<file path="src/rtl/load_store_unit_pkg.sv">
// Shared constants, FSM encoding and access-legality helper
// for the RV32I load/store unit.
package load_store_unit_pkg;

   localparam logic [2:0] F3_LB  = 3'b000;
   localparam logic [2:0] F3_LH  = 3'b001;
   localparam logic [2:0] F3_LW  = 3'b010;
   localparam logic [2:0] F3_LBU = 3'b100;
   localparam logic [2:0] F3_LHU = 3'b101;
   localparam logic [2:0] F3_SB  = 3'b000;
   localparam logic [2:0] F3_SH  = 3'b001;
   localparam logic [2:0] F3_SW  = 3'b010;

   typedef enum logic [2:0] {
      S_IDLE   = 3'd0,
      S_ACCESS = 3'd1,
      S_WAIT   = 3'd2,
      S_DONE   = 3'd3,
      S_FAULT  = 3'd4
   } lsuState_e;

   // True when the access must be rejected (illegal code or misaligned).
   function automatic logic isFault(
      input logic       write,
      input logic [2:0] funct3,
      input logic [1:0] offset
   );
      logic illegal;
      logic misaligned;
      if (write)
         illegal = (funct3 > 3'd2);
      else
         illegal = (funct3 == 3'd3) || (funct3 == 3'd6) || (funct3 == 3'd7);
      misaligned = ((funct3[1:0] == 2'b01) && offset[0])
                || ((funct3[1:0] == 2'b10) && (offset != 2'b00));
      return illegal || misaligned;
   endfunction

endpackage

</file>
<file path="src/rtl/load_store_unit_if.sv">
// Core-request and memory-side signal bundle for the load/store unit.
// master = requester + memory, slave = load_store_unit.
interface load_store_unit_if;
   import load_store_unit_pkg::*;

   logic        iReq;
   logic        iWrite;
   logic [2:0]  iFunct3;
   logic [31:0] iAddress;
   logic [31:0] iStoreData;
   logic        oBusy;
   logic        oDone;
   logic        oMisaligned;
   logic [31:0] oLoadData;
   logic        oMemReadEnable;
   logic        oMemWriteEnable;
   logic [3:0]  oMemByteEnable;
   logic [31:0] oMemAddress;
   logic [31:0] oMemWriteData;
   logic [31:0] iMemReadData;

   modport master (
      output iReq, iWrite, iFunct3, iAddress, iStoreData, iMemReadData,
      input  oBusy, oDone, oMisaligned, oLoadData,
      input  oMemReadEnable, oMemWriteEnable, oMemByteEnable,
      input  oMemAddress, oMemWriteData
   );

   modport slave (
      input  iReq, iWrite, iFunct3, iAddress, iStoreData, iMemReadData,
      output oBusy, oDone, oMisaligned, oLoadData,
      output oMemReadEnable, oMemWriteEnable, oMemByteEnable,
      output oMemAddress, oMemWriteData
   );

endinterface

</file>
<file path="src/rtl/load_store_unit_aligner.sv">
// Combinational lane logic: byte enables and replicated store word,
// plus shift and sign/zero extension of the raw load word.
module lsu_data_aligner
   import load_store_unit_pkg::*;
(
   input  logic        write,
   input  logic [2:0]  funct3,
   input  logic [1:0]  byteOffset,
   input  logic [31:0] storeData,
   input  logic [31:0] rawData,
   output logic [3:0]  byteEnable,
   output logic [31:0] storeWord,
   output logic [31:0] loadWord
);

   logic [7:0]  loadByte;
   logic [15:0] loadHalf;

   assign loadByte = rawData[{byteOffset, 3'b000} +: 8];
   assign loadHalf = byteOffset[1] ? rawData[31:16] : rawData[15:0];

   // Store lanes; loads always report all four lanes
   always_comb begin
      byteEnable = 4'b1111;
      storeWord  = storeData;
      if (write) begin
         case (funct3)
            F3_SB: begin
               byteEnable = 4'b0001 << byteOffset;
               storeWord  = {4{storeData[7:0]}};
            end
            F3_SH: begin
               byteEnable = 4'b0011 << {byteOffset[1], 1'b0};
               storeWord  = {2{storeData[15:0]}};
            end
            default: ;
         endcase
      end
   end

   // Load extraction and extension
   always_comb begin
      loadWord = rawData;
      case (funct3)
         F3_LB:   loadWord = {{24{loadByte[7]}}, loadByte};
         F3_LH:   loadWord = {{16{loadHalf[15]}}, loadHalf};
         F3_LBU:  loadWord = {24'd0, loadByte};
         F3_LHU:  loadWord = {16'd0, loadHalf};
         default: loadWord = rawData;
      endcase
   end

endmodule

</file>
<file path="src/rtl/load_store_unit.sv">
// Single-outstanding RV32I load/store sequencer: latches a request,
// drives the memory port, waits out the read latency, returns data.
module load_store_unit
   import load_store_unit_pkg::*;
#(
   parameter int MEM_LATENCY = 1
) (
   input logic              iCLK,
   input logic              iRST,
   load_store_unit_if.slave bus
);

   localparam logic [2:0] LAT_INIT = 3'(MEM_LATENCY - 1);

   lsuState_e   state;
   lsuState_e   nextState;
   logic [2:0]  count;
   logic        reqWrite;
   logic [2:0]  reqFunct3;
   logic [31:0] reqAddress;
   logic [31:0] reqStoreData;
   logic [31:0] loadData;
   logic [3:0]  alignBe;
   logic [31:0] alignStore;
   logic [31:0] alignLoad;
   logic        active;
   logic        capture;

   assign active  = (state == S_ACCESS) || (state == S_WAIT);
   assign capture = active && (count == 3'd0);

   lsu_data_aligner aligner (
      .write      (reqWrite),
      .funct3     (reqFunct3),
      .byteOffset (reqAddress[1:0]),
      .storeData  (reqStoreData),
      .rawData    (bus.iMemReadData),
      .byteEnable (alignBe),
      .storeWord  (alignStore),
      .loadWord   (alignLoad)
   );

   // FSM state register
   always_ff @(posedge iCLK or posedge iRST) begin
      if (iRST) state <= S_IDLE;
      else      state <= nextState;
   end

   // Request latches, latency counter and load result register
   always_ff @(posedge iCLK or posedge iRST) begin
      if (iRST) begin
         count        <= 3'd0;
         reqWrite     <= 1'b0;
         reqFunct3    <= 3'd0;
         reqAddress   <= 32'd0;
         reqStoreData <= 32'd0;
         loadData     <= 32'd0;
      end else begin
         if ((state == S_IDLE) && bus.iReq) begin
            reqWrite     <= bus.iWrite;
            reqFunct3    <= bus.iFunct3;
            reqAddress   <= bus.iAddress;
            reqStoreData <= bus.iStoreData;
            count        <= LAT_INIT;
         end else if (active && (count != 3'd0)) begin
            count <= count - 3'd1;
         end
         if (capture && !reqWrite) loadData <= alignLoad;
      end
   end

   // Next-state and output decode
   always_comb begin
      nextState           = state;
      bus.oBusy           = (state != S_IDLE);
      bus.oDone           = 1'b0;
      bus.oMisaligned     = 1'b0;
      bus.oLoadData       = loadData;
      bus.oMemReadEnable  = 1'b0;
      bus.oMemWriteEnable = 1'b0;
      bus.oMemByteEnable  = 4'd0;
      bus.oMemAddress     = reqAddress;
      bus.oMemWriteData   = 32'd0;
      case (state)
         S_IDLE: begin
            if (bus.iReq)
               nextState = isFault(bus.iWrite, bus.iFunct3, bus.iAddress[1:0])
                         ? S_FAULT : S_ACCESS;
         end
         S_ACCESS, S_WAIT: begin
            bus.oMemReadEnable  = !reqWrite;
            bus.oMemWriteEnable = reqWrite && (state == S_ACCESS);
            bus.oMemByteEnable  = alignBe;
            bus.oMemWriteData   = alignStore;
            nextState = capture ? S_DONE : S_WAIT;
         end
         S_DONE: begin
            bus.oDone = 1'b1;
            nextState = S_IDLE;
         end
         S_FAULT: begin
            bus.oDone       = 1'b1;
            bus.oMisaligned = 1'b1;
            nextState       = S_IDLE;
         end
         default: nextState = S_IDLE;
      endcase
   end

endmodule

</file>
<file path="src/flat_wrapper.sv">
// flat-port wrapper written by rule: the top's interface ports become plain ports
module load_store_unit_flat import load_store_unit_pkg::*;
#(
   parameter int MEM_LATENCY = 1
)
  (iCLK, iRST, bus_iReq, bus_iWrite, bus_iFunct3, bus_iAddress, bus_iStoreData, bus_iMemReadData, bus_oBusy, bus_oDone, bus_oMisaligned, bus_oLoadData, bus_oMemReadEnable, bus_oMemWriteEnable, bus_oMemByteEnable, bus_oMemAddress, bus_oMemWriteData);
  load_store_unit_if bus_i ();
  input logic iCLK;
  input logic iRST;
  input wire logic [$bits(bus_i.iReq)-1:0] bus_iReq;
  input wire logic [$bits(bus_i.iWrite)-1:0] bus_iWrite;
  input wire logic [$bits(bus_i.iFunct3)-1:0] bus_iFunct3;
  input wire logic [$bits(bus_i.iAddress)-1:0] bus_iAddress;
  input wire logic [$bits(bus_i.iStoreData)-1:0] bus_iStoreData;
  input wire logic [$bits(bus_i.iMemReadData)-1:0] bus_iMemReadData;
  output wire logic [$bits(bus_i.oBusy)-1:0] bus_oBusy;
  output wire logic [$bits(bus_i.oDone)-1:0] bus_oDone;
  output wire logic [$bits(bus_i.oMisaligned)-1:0] bus_oMisaligned;
  output wire logic [$bits(bus_i.oLoadData)-1:0] bus_oLoadData;
  output wire logic [$bits(bus_i.oMemReadEnable)-1:0] bus_oMemReadEnable;
  output wire logic [$bits(bus_i.oMemWriteEnable)-1:0] bus_oMemWriteEnable;
  output wire logic [$bits(bus_i.oMemByteEnable)-1:0] bus_oMemByteEnable;
  output wire logic [$bits(bus_i.oMemAddress)-1:0] bus_oMemAddress;
  output wire logic [$bits(bus_i.oMemWriteData)-1:0] bus_oMemWriteData;
  assign bus_i.iReq = bus_iReq;
  assign bus_i.iWrite = bus_iWrite;
  assign bus_i.iFunct3 = bus_iFunct3;
  assign bus_i.iAddress = bus_iAddress;
  assign bus_i.iStoreData = bus_iStoreData;
  assign bus_i.iMemReadData = bus_iMemReadData;
  assign bus_oBusy = bus_i.oBusy;
  assign bus_oDone = bus_i.oDone;
  assign bus_oMisaligned = bus_i.oMisaligned;
  assign bus_oLoadData = bus_i.oLoadData;
  assign bus_oMemReadEnable = bus_i.oMemReadEnable;
  assign bus_oMemWriteEnable = bus_i.oMemWriteEnable;
  assign bus_oMemByteEnable = bus_i.oMemByteEnable;
  assign bus_oMemAddress = bus_i.oMemAddress;
  assign bus_oMemWriteData = bus_i.oMemWriteData;
  load_store_unit #(.MEM_LATENCY(MEM_LATENCY)) u_core (.iCLK(iCLK), .iRST(iRST), .bus(bus_i));
endmodule
</file>
<file path="config.mk">
export PLATFORM = sky130hd
export DESIGN_NAME = load_store_unit_flat
export DESIGN_NICKNAME = d
export VERILOG_FILES = /design/src/rtl/load_store_unit_pkg.sv /design/src/rtl/load_store_unit_if.sv /design/src/rtl/load_store_unit_aligner.sv /design/src/rtl/load_store_unit.sv /design/src/flat_wrapper.sv
export SDC_FILE = /design/constraint.sdc
export NUM_CORES = 1
export LEC_CHECK = 0
export CORE_UTILIZATION = 25
export CTS_BUF_LIST = sky130_fd_sc_hd__clkbuf_8
export CTS_CLUSTER_SIZE = 14
export DETAILED_ROUTE_END_ITERATION = 16
export REMOVE_ABC_BUFFERS = 1
export SYNTH_ARGS = -nofsm -noshare
export SYNTH_HDL_FRONTEND = slang
export SYNTH_SLANG_ARGS = --single-unit
</file>
<file path="constraint.sdc">
create_clock -name iCLK -period 7.1 [get_ports iCLK]
set_input_delay 0.71 -clock iCLK [delete_from_list [all_inputs] [get_ports iCLK]]
set_output_delay 0.71 -clock iCLK [all_outputs]
set_load 0.02 [all_outputs]
</file>
Word-level counts from Yosys, hierarchy flattened:

Cells that the tools add are included.

* register bits after elaboration: 106
* input port bits: 103
* output and inout bits: 105
* logic and storage cells: 68

* add/sub/neg operators: 1
* $lt $le $gt $ge: 1
* equality and inequality tests: 13
* shift operators: 3
* multiplexer cells: 21
* reduce and logical (&&, ||, !) cells: 22

Operator list (number)
* case mux 32 bit (4 select lines): 1
* two-way mux 32 bit: 2
* case mux 32 bit (2 select lines): 1
* indexed part select 32 x 6 -> 8 bit: 1
* two-way mux 16 bit: 1
* == test 3 bit, second input constant: 5
* two-way mux 3 bit: 4
* == test 3 x 2 -> 1 bit, second input constant: 3
* logical NOT 3 bit: 3
* two-way mux 1 bit: 8
* two-way mux 4 bit: 2
* case mux 4 bit (2 select lines): 1
* logical AND 1 bit: 7
* == test 3 x 1 -> 1 bit, second input constant: 2
* case mux 3 bit (2 select lines): 1
* nonzero test 3 bit: 2
* logical OR 1 bit: 5
* nonzero test 2 bit: 2
* OR reduction 2 bit: 2
* << shifter 1 x 2 -> 4 bit, first input constant: 1
* << shifter 2 x 2 -> 4 bit, first input constant: 1
* greater-than comparator 3 x 2 -> 1 bit, second input constant: 1
* subtractor 3 x 1 -> 3 bit, second input constant: 1
* == test 2 x 1 -> 1 bit, second input constant: 1
* 3 further kinds: 3

Longest topological paths before layout:

* depth in word-level cells: 10
* mapped depth: 9
* depth with buffers taken out: 7

Modules after synthesis:

From an unflattened synthesis, not the netlist that was laid out.

* cell total of the unflattened synthesis: 591
* area, all modules: 5506.5 um^2

Modules (own cells, without submodules)
* load_store_unit: times used 1, cells an instance 434, area an instance 4384.2 um^2, seq. area each 2652.5 um^2
* lsu_data_aligner: times used 1, cells an instance 157, area an instance 1122.3 um^2, seq. area each 0.0 um^2

Worst setup path after synthesis:

Ideal clock, no wire load.

* kind: register -> output
* from: reg u_core.reqFunct3[1]
* to: out bus_oMemWriteData[29]
* arrival: 1.809 ns
* data required time: 6.390 ns
* path slack: 4.581 ns
* stages on the path, launching flop included: 6
* path buffers: 2
* cell sequence: dfrtp_1 -> clkbuf_1 -> nor3b_2 -> clkbuf_1 -> nor2_1 -> a211oi_1

* longest elaborated chain between the ends: 4
* elaborated cells between the ends (all ways): 5
* those cells by class: eq/ne (1); mux (3); reduce/logical (1)

Ends and longest elaborated chain
* start, declared: line load_store_unit.sv:19 `logic [2:0] reqFunct3;`
* start signal, assigned: line load_store_unit.sv:61 `reqFunct3 <= bus.iFunct3;`
* == test 3 x 1 -> 1 bit / logical NOT 3 bit (equally long branches): line load_store_unit_aligner.sv:27 `case (funct3)`
* case mux 32 bit (2 select lines) *: line load_store_unit_aligner.sv:27
* two-way mux 32 bit *: line load_store_unit_aligner.sv:26 `if (write) begin`
* two-way mux 32 bit *: line load_store_unit.sv:84 `case (state)`
* end, declared: line flat_wrapper.sv:24 `output wire logic [$bits(bus_i.oMemWriteData)-1:0] bus_oMemWriteData;`

Every way passes the cells marked *; elsewhere a longest branch is shown, timed or not.

Final worst setup path:

* from: reg u_core.reqFunct3[1]
* to: out bus_oMemWriteData[10]

Same word-level chain as after synthesis.

==> qor.yml <==
clocking:
  cts_buffers: 9
  clk_pin_slew_ps: 110
  hold_buffers: 0
  h-tree-depth: 3
  post_cts_buffers: 0
  clk_latency_ps: 390
  ctsResizeCount: 0
  cts_tree: "built"
  clockBufferDepth: 2
  clock-sinks: 106
  cts_root_buffer: "clkbuf_8"
timing:
  finalClockSkew_ps: 9.16
  tns_ps: 0
  fmax_mhz: 251
  slew_headroom: 0.391
  max_slew.worst_pin.slew_ps: 912
  rsz0062_at_grt: "false"
  setup_viol: 0
  finalHoldViolCount: 0
  finalCriticalPeriod_ps: 3980
  min_period_over_period: 0.560
  drv_slew: 0
power:
  cellInternalPower_uw: 2100
  seqPwrFrac: 0.281
  power.leakage_uw: 0.00336
  clockPowerShare: 0.110
  ir_worst_vdd_uv: 233
  power_density_nw_per_um2: 512
  p_switching_uw: 1840
  swShare: 0.468
  pwr-share-comb: 0.608
detailed_routing:
  antenna_left: 0
  viasPerCell: 4.52
  drtPass1Iterations: 4
  wirelength_um: 17600
  wl_per_cell_um: 16.2
  drc: 0
  drt_iter0_drc: 138
  routed-via-count: 4913
global_routing:
  grtUsageTotal: 0.170
  grt_overflow: 0
  grt_pass1_vias: 4997
  antenna_found_initial: 0
  grt_max_degree: 72
  grt_first_pass_wirelength_um: 28100
logic_synthesis:
  syn_avg_cell_area_um2: 8.24
  yosys_register_bits: 106
  synth_top_area_frac: 0.513
  netlist_area_um2: 5170
  ys.flop_type: "dfrtp_1"
  ys_warn_count: 0
  ys_async_sr_fraction: 1.00
  synth-edff-count: 0
  ys_seq_area_frac: 0.513
  yosysTopAreaCell: "dfrtp_1"
  syn_inst: 627
  ys_top_cells_by_area: "dfrtp_1 (51%), nand2_1 (19%), a21oi_1 (4.7%), mux2i_1 (3.3%), nor2_1 (3.3%)"
  synth_cell_types: 41
place:
  dp_hpwl_um: 12000
  portBuffers: 207
  placed_cells: 1071
  dpl-instance-area_um2: 7480
  place_congestion: 0.782
cells_and_area:
  final_cells: 1087
  diodes: 0
  post-route-util: 0.381
  final_area_um2: 7700
  final_common_cell: "nand2_1"
  layout.nets: 917
  area_delta_synth_final_pct: 49.0
  drive_above_1_share: 0.0502
  layout_common_cells: "nand2_1 (264), clkdlybuf4s50_1 (207), dfrtp_1 (106)"
job:
  max-cap-violations: 0
floorplan:
  io_pins: 208
  start_util: 0.255
  dieWidth_um: 146
  die_h_um: 146
  dieArea_um2: 21200
  num_rows: 52
  core_um2: 20200
worst_hold_path:
  hp-class: "flip-flop to flip-flop"
  hp-start: "u_core.count[0]"
  holdPathEnd: "u_core.count[0]"
  hold_depth: 1
critical_path:
  endpoint_kind: "output pin"
  r2r_cells: 4
  cp.arrival_ps: 3270
  startpoint: "u_core.reqFunct3[1]"
  path_max_fanout: 35
  start_kind: "flip-flop"
  required_ps: 6390
  r2r_slack_ps: 4540
  r2r_start: "u_core.bus.oMemAddress[1]"
  r2r-end: "u_core.bus.oLoadData[24]"
  crit_type: "flip-flop to output pin"
status:
  status: "finished clean"
==> critical path: stages (launching register included) <==
cell	delay [ps]
dfrtp_1	370
buf_4	240
or3b_2	660
nor2_1	660
nand2_1	110
a21oi_1	180
clkdlybuf4s50_1	650
==> flip-flops by register name, summed over array words and instances, names as in the netlist <==
| signal | cells |
|---|---|
| u_core.reqWrite | 1 |
| u_core.state | 3 |
| u_core.reqFunct3 | 3 |
| u_core.count | 3 |
| u_core.reqStoreData | 32 |
| u_core.bus.oMemAddress | 32 |
| u_core.bus.oLoadData | 32 |
==> worst max path at each step <==
stage	to	slack [ps]	cells past startpoint
after detailed placement	bus_oMemWriteData[10]	3420	6
after floorplan	u_core.bus.oLoadData[0]	3600	1
after global placement	bus_oMemWriteData[10]	3430	6
after global routing	bus_oMemWriteData[10]	2890	6
final	bus_oMemWriteData[10]	3120	6
after CTS	bus_oMemWriteData[10]	2960	6
==> through the flow <==
stage                     worst slack (ps)  hold slack, ps  power [µW]
after floorplan                       3600             446        2400
after global placement                3430             457        3530
after detailed placement              3420             462        3550
after CTS                             2960             486        4000
after global routing                  2890             503        4250
final                                 3120             481        3940
==> kinds of logic after synthesis <==
| kind of cell | Yosys count | share of synthesized area |
|---|---|---|
| xor+xnor | 1 | 0.00170 |
| mux | 22 | 0.0460 |
| simple gates | 341 | 0.266 |
| buf+inv | 56 | 0.0443 |
| fa+ha+maj | 2 | 0.00484 |
| flops | 106 | 0.513 |
| compound gates | 99 | 0.124 |
==> synth_stat cells, types with 2 or more instances <==
cell and number:
a2111oi_0 6, o211ai_1 6, buf_2 3, buf_6 2
mux2i_1 17, a211oi_1 9, buf_1 2, and2_1 10
nor3b_1 2, o21ai_0 9, clkbuf_1 33, a21oi_1 49
ha_1 2, a21oi_2 3, mux2_2 4, nor3_1 2
nand2_1 265, or3_1 2, nor2_1 45, dfrtp_1 106
a22oi_1 2, nand2b_1 3, a311oi_1 6, inv_1 15
nor2b_1 8
==> routing by layer <==
metal,wire length [µm],global-route usage
met1,8070,0.221
met2,7860,0.271
met3,1470,0.0520
met4,204,0.0474
met5,0,0
==> power by group through the flow <==
| stage | registers, µW | logic (µW) | clock network (µW) |
|---|---|---|---|
| final | 1110 | 2400 | 435 |
| after global routing | 1150 | 2620 | 476 |
| after CTS | 1110 | 2430 | 455 |
| after detailed placement | 1120 | 2430 | 0 |
| after global placement | 1120 | 2410 | 0 |
| after floorplan | 1330 | 1070 | 0 |
==> layout make-up <==
| cell class | instances | area, µm² |
|---|---|---|
| repair buffers | 214 | 2120 |
| clock inverters | 7 | 101 |
| inverters | 16 | 62.6 |
| multi-input cells | 465 | 2300 |
| clock buffers | 9 | 124 |
| well taps | 270 | 338 |
| flip-flops and latches | 106 | 2650 |
| fillers | 2078 | 12500 |
(Power assumes the default switching activity.)
